==> config.mk <==
export PLATFORM = sky130hd
export DESIGN_NAME = lap_record_buffer
export DESIGN_NICKNAME = d
export VERILOG_FILES = /design/src/rtl/lap_record_buffer.sv
export SDC_FILE = /design/constraint.sdc
export NUM_CORES = 1
export LEC_CHECK = 0
export CELL_PAD_IN_SITES_DETAIL_PLACEMENT = 2
export CELL_PAD_IN_SITES_GLOBAL_PLACEMENT = 2
export CORE_ASPECT_RATIO = 1.75
export CORE_UTILIZATION = 45
export CTS_BUF_LIST = sky130_fd_sc_hd__clkbuf_16
export DETAILED_ROUTE_END_ITERATION = 16
export PLACE_DENSITY = 0.82
export SYNTH_ARGS = -nofsm -noshare
export SYNTH_HDL_FRONTEND = slang
export SYNTH_SLANG_ARGS = --single-unit
==> constraint.sdc <==
create_clock -name clk_core -period 8.58 [get_ports clk_core]
set_input_delay 2.574 -clock clk_core [delete_from_list [all_inputs] [get_ports clk_core]]
set_output_delay 2.574 -clock clk_core [all_outputs]
set_load 0.05 [all_outputs]
==> src/rtl/lap_record_buffer.sv <==
// Lap-time store: captures BCD stopwatch time on record presses, lets the user
// browse stored laps, and drives either live time or the selected lap out.
module lap_record_buffer #(
    parameter int DEPTH = 8,
    parameter int PTR_W = 3
) (
    input  logic             clk_core,
    input  logic             rst,
    input  logic             record,
    input  logic             up_i,
    input  logic             down_i,
    input  logic             clear_i,
    input  logic             display_switch,
    input  logic [7:0]       min_i,
    input  logic [7:0]       sec_i,
    input  logic [7:0]       ms_10_i,
    output logic [7:0]       min_o,
    output logic [7:0]       sec_o,
    output logic [7:0]       ms_10_o,
    output logic [PTR_W:0]   count_o,
    output logic [PTR_W-1:0] view_idx_o,
    output logic             full_o
);

    localparam logic [PTR_W:0]   DEPTH_C   = (PTR_W+1)'(DEPTH);
    localparam logic [PTR_W:0]   CNT_ONE   = (PTR_W+1)'(1);
    localparam logic [PTR_W-1:0] PTR_ONE   = PTR_W'(1);

    logic             rec_prev_q, up_prev_q, dn_prev_q, clr_prev_q;
    logic             rec_ev, up_ev, dn_ev, clr_ev;
    logic [PTR_W:0]   count_q, count_d;
    logic [PTR_W-1:0] wr_ptr_q, wr_ptr_d;
    logic [PTR_W-1:0] view_q, view_d;
    logic             full;
    logic             mem_we;
    logic [23:0]      mem_q [DEPTH];
    logic [23:0]      disp_q, disp_d;

    assign rec_ev = record  & ~rec_prev_q;
    assign up_ev  = up_i    & ~up_prev_q;
    assign dn_ev  = down_i  & ~dn_prev_q;
    assign clr_ev = clear_i & ~clr_prev_q;

    assign full   = (count_q == DEPTH_C);
    assign mem_we = rec_ev & ~clr_ev & ~full;

    // Priority: clear, then record, then browse. A dropped record still
    // blocks browsing in the same cycle.
    always_comb begin
        count_d  = count_q;
        wr_ptr_d = wr_ptr_q;
        view_d   = view_q;
        if (clr_ev) begin
            count_d  = '0;
            wr_ptr_d = '0;
            view_d   = '0;
        end else if (rec_ev) begin
            if (!full) begin
                count_d  = count_q + CNT_ONE;
                wr_ptr_d = wr_ptr_q + PTR_ONE;
                view_d   = wr_ptr_q;
            end
        end else if (count_q != '0) begin
            if (up_ev && !dn_ev) begin
                if (({1'b0, view_q} + CNT_ONE) < count_q)
                    view_d = view_q + PTR_ONE;
            end else if (dn_ev && !up_ev) begin
                if (view_q != '0)
                    view_d = view_q - PTR_ONE;
            end
        end
    end

    always_comb begin
        disp_d = {min_i, sec_i, ms_10_i};
        if (display_switch) begin
            if (count_q != '0)
                disp_d = mem_q[view_q];
            else
                disp_d = '0;
        end
    end

    always_ff @(posedge clk_core or negedge rst) begin
        if (!rst) begin
            rec_prev_q <= 1'b0;
            up_prev_q  <= 1'b0;
            dn_prev_q  <= 1'b0;
            clr_prev_q <= 1'b0;
            count_q    <= '0;
            wr_ptr_q   <= '0;
            view_q     <= '0;
            disp_q     <= '0;
        end else begin
            rec_prev_q <= record;
            up_prev_q  <= up_i;
            dn_prev_q  <= down_i;
            clr_prev_q <= clear_i;
            count_q    <= count_d;
            wr_ptr_q   <= wr_ptr_d;
            view_q     <= view_d;
            disp_q     <= disp_d;
        end
    end

    // Lap storage is deliberately left unreset.
    always_ff @(posedge clk_core) begin
        if (mem_we)
            mem_q[wr_ptr_q] <= {min_i, sec_i, ms_10_i};
    end

    assign min_o      = disp_q[23:16];
    assign sec_o      = disp_q[15:8];
    assign ms_10_o    = disp_q[7:0];
    assign count_o    = count_q;
    assign view_idx_o = view_q;
    assign full_o     = full;

endmodule

* Word level (Yosys, flattened, before mapping)
Memories as Yosys holds them, arrays and structs flattened. Index checks and enable logic that the tools add are counted.
Word-level totals: bits in registers 38, bits in writable memories 192, logic and storage cells 61, memories 1
Cells by class: add/sub/neg operators 5, magnitude comparators 1, eq/ne operators 4, mux-type cells 18, bitwise operators 12, reduce and logical (&&, ||, !) cells 12
Memory list:
- mem_q | depth 8, width 24, rd ports 1, clocked after Yosys merged registers in 0, write ports 1, RTL line 36 | logic [23:0] mem_q [DEPTH];
Operators by type and width (count):
- $mux W24 | 2
- $mux W3 | 11
- $mux W4 | 3
- $reduce_bool A4 Y1 | 3
- $add A3 B1 Y3 const B | 2
- $and A1 B1 Y1 | 6
- $not A1 Y1 | 6
- $reduce_bool A3 Y1 | 2
- $reduce_and A5 Y1 | 1
- $add A3 B1 Y4 const B | 1
- $add A4 B1 Y4 const B | 1
- $eq A4 B4 Y1 const B | 1
- $lt A4 B4 Y1 | 1
- $ne A4 B3 Y1 const B | 1
- $ne A3 B3 Y1 const B | 1
- $sub A3 B1 Y3 const B | 1
- $logic_and A1 B1 Y1 | 2
- $logic_not A1 Y1 | 2
- $mux W1 | 2
- $ne A2 B2 Y1 const B | 1
- $reduce_and A2 Y1 | 1
- $reduce_bool A2 Y1 | 1

* Longest topological paths before layout
depth in word-level cells 9, gate-level depth with buffers 10

* Worst setup path after synthesis
No wires, ideal clock.
path kind in2reg, from in record, to mem mem_q[0][0], enable pin, data arrival time 5.118 ns, required time 8.145 ns, slack 3.027 ns, cell stages on the path 5, cell sequence nor2b_1 nand2b_1 buf_2 or3_1 nor3_1
On the way: longest elaborated chain between the ends 5
RTL lines:
- start: declaration | RTL line 9 | input logic record,
- $and A1 B1 Y1 | RTL line 39 | assign rec_ev = record & ~rec_prev_q;
- $and A1 B1 Y1 (2 in series) | RTL line 45 | assign mem_we = rec_ev & ~clr_ev & ~full;
- $mux W1 | RTL line 108 | if (mem_we)
- $mux W1 (implied by the code) | RTL line 109 | mem_q[wr_ptr_q] <= {min_i, sec_i, ms_10_i};
- end: declaration | RTL line 36
No other way between the ends.

* Worst setup path after layout
from in record, to mem mem_q[0][12], enable pin
The elaborated chain is that of the path after synthesis.

==> run_results.csv <==
group,metric,value,unit
cts,clock_latency,0.50,ns
timing,fin_worst_skew,0.0134,ns
floorplan,die_area,20500,sq um
timing,setup_viol,0,
detailed_routing,dr.first_iter.drc_count,212,
critical_path,worst_setup_path_start_kind,"primary input",
critical_path,slowest_stage,"nor3_2",
synth,yosysTopAreaCellShare,64.4,%
grt,grt_pass1_vias,5258,
critical_path,crit_buf_inv,2,
timing,period_share,63.1,%
critical_path,worstSetupPathType,"primary input to flop",
synth,synth_warnings,0,
critical_path,crit_required,8.75,ns
critical_path,worstPathMaxFanout,16,
synth,synth_area_leader_cell,"edfxtp_1",
place,dp_hpwl,13.2,mm
grt,antenna_found_initial,0,
synth,synthTopCellsByArea,"edfxtp_1 (64%), mux4_2 (12%), dfrtp_1 (11%)",
cts,cts_hold_buf,0,
critical_path,crit_family,"simple AND/OR/NAND/NOR gates",
power,power_density,297,nW/um^2
synth,synth_edf_count,192,
hold_path,hold_path_depth,2,
timing,holdWs,0.640,ns
timing,fmax,0.185,GHz
detailed_routing,viasPerCell,5.83,
final_layout,final_common_cell,"edfxtp_1",
critical_path,cp_data_arrival_time,5.58,ns
cts,cts_setup_buffers,0,
cts,clock_sinks,230,
synth,synth_fp_nets,499,
cts,ctsResizeCount,0,
power,vdd_drop_max,0.000245,V
critical_path,cp_slowest_stage_delay,0.76,ns
timing,fin_tns_setup,0,ns
cts,htreeDepth,1,
final_layout,fin_area,10600,sq um
grt,gr-total-overflow,0,
critical_path,reg2reg_setup_slack,5.13,ns
synth,synthCells,458,
grt,grt_pass1_wl,33.5,mm
grt,grt_max_degree,55,
timing,min_period,5.41,ns
synth,ys_seq_elements,230,
final_layout,fin_cells,790,
critical_path,path_cells,"clkdlybuf4s50_1 -> nor2b_1 -> nand2b_1 -> or3_1 -> nor3_2 -> buf_4",
detailed_routing,drc_errors,0,
synth,synthesis.area,8950,sq um
detailed_routing,ant_nets,0,
timing,hold_violations,0,
synth,ys_seq_area_share,75.0,%
place,postPlaceCellArea,9900,sq um
floorplan,initial_core_util,46.4,%
detailed_routing,dr.pass1.iters,4,
detailed_routing,routedWlPerCell,28.1,um
place,port_buffers,62,
critical_path,rr_endpoint,"mem_q[0][12]",
power,power.leakage,3.65,nW
final_layout,area_growth,18.1,%
hold_path,hold_class,"flop to flop",
hold_path,hp-start,"count_o[2]",
final_layout,drive_gt1_share,18.9,%
critical_path,timing.rr.start,"count_o[0]",
final_layout,antenna_cells,0,
cts,clk_path_buf_depth,3,
hold_path,holdPathEnd,"count_o[2]",
cts,cts_tree,"built",
timing,slew_viol_final,0,
timing,worstMarginPinSlew,1.10,ns
flow_run,maxCapViolCount,0,
grt,grt_usage,22.9,%
timing,relSlewSlack,26.9,%
detailed_routing,vias,4605,
critical_path,reg2regPathDepth,7,
place,place_inst,750,
floorplan,die_h,189,um
critical_path,cp-end-kind,"flop",
synth,synthFlopType,"edfxtp_1",
floorplan,core_area,19300,sq um
timing,rsz0062_at_grt,"no",
cts,clk_pin_slew,0.06,ns
floorplan,pin_count,63,
synth,synthArstFlopShare,16.5,%
cts,cts_root_buf,"clkbuf_16",
final_layout,fill_cells,1675,
final_layout,mostFrequentLayoutCells,"edfxtp_1 (192), clkdlybuf4s50_1 (61), mux4_2 (48)",
status,status,"complete, no violations",
floorplan,num_rows,67,
synth,synth.distinct_cells,33,
detailed_routing,routed_wl,22.2,mm
cts,numCtsBuffers,22,
power,total_power,3.14,mW
place,place.gp.congestion,0.769,
synth,syn_area_per_cell,19.5,sq um
floorplan,die_w,109,um
final_layout,fin_nets,574,
## logic make-up after synthesis
group / Yosys count / synth area share [%]
mux: 74 / 15.0
fa+ha+maj: 10 / 1.48
buf+inv: 56 / 2.47
simple gates: 44 / 2.46
flops: 230 / 75.0
compound gates: 36 / 2.78
xor+xnor: 8 / 0.783
## cell usage after synthesis (all sizes together) (2+ instances only)
cell type    n
edfxtp     192
a21oi        3
nand2        6
nor2b        3
ha           9
inv         33
dfrtp       38
o22ai       25
xor2         2
clkbuf      14
nor3         3
and3         2
mux2i       26
mux4        48
nor2        18
xnor2        6
buf          9
nand2b       6
## layout make-up
| type | instances | area (sq um) | share of cell area, % |
|---|---|---|---|
| Inverter | 33 | 124 | 1.17 |
| Sequential cell | 230 | 6720 | 63.6 |
| Clock buffer | 23 | 576 | 5.44 |
| Clock inverter | 17 | 97.6 | 0.923 |
| Tap cell | 241 | 302 | 2.85 |
| Multi-Input combinational cell | 172 | 2050 | 19.4 |
| Timing Repair Buffer | 74 | 706 | 6.67 |
## worst min-delay path, stage by stage, from the launching register on
cell	delay (ns)
dfrtp_1	0.43
xnor2_1	0.10
nor2_1	0.07
## flip-flops by register name, indices dropped and copies added (netlist names)
signal	cells
dn_prev_q	1
mem_q	192
count_o	4
wr_ptr_q	3
rec_prev_q	1
disp_q	24
clr_prev_q	1
view_idx_o	3
up_prev_q	1
## per-layer routing
layer | share of wire, % | global-route usage, % | wire length, um | vias up
li1 | - | - | - | 1947
met1 | 39 | 28.6 | 8670 | 2497
met2 | 56 | 41.3 | 12300 | 116
met3 | 2.7 | 2.21 | 611 | 45
met4 | 2.7 | 7.02 | 595 | 0
met5 | 0 | 0 | 0 | -
## worst max-delay path by stage
stage | from | to | slack, ns | cells past startpoint
global route | record | mem_q[0][12] | 3.03 | 6
detailed placement | record | mem_q[0][16] | 2.66 | 6
floorplan | record | mem_q[0][0] | 3.03 | 5
global placement | record | mem_q[0][11] | 3.00 | 6
finish | record | mem_q[0][12] | 3.17 | 6
CTS | record | mem_q[0][12] | 3.18 | 6
## per-stage QoR
| stage | utilization, % | worst slack (ns) |
|---|---|---|
| detailed placement | 51.3 | 2.66 |
| finish | 54.8 | 3.17 |
| global placement | 51.3 | 3.00 |
| floorplan | - | 3.03 |
| CTS | 54.8 | 3.18 |
| global route | 54.8 | 3.03 |
## where the power goes
group	total, mW	internal (mW)	switching, mW
clock	0.922	0.513	0.409
combinational	0.874	0.381	0.492
sequential	1.35	1.28	0.0687
Note: power is estimated with default switching activity, not from simulation.
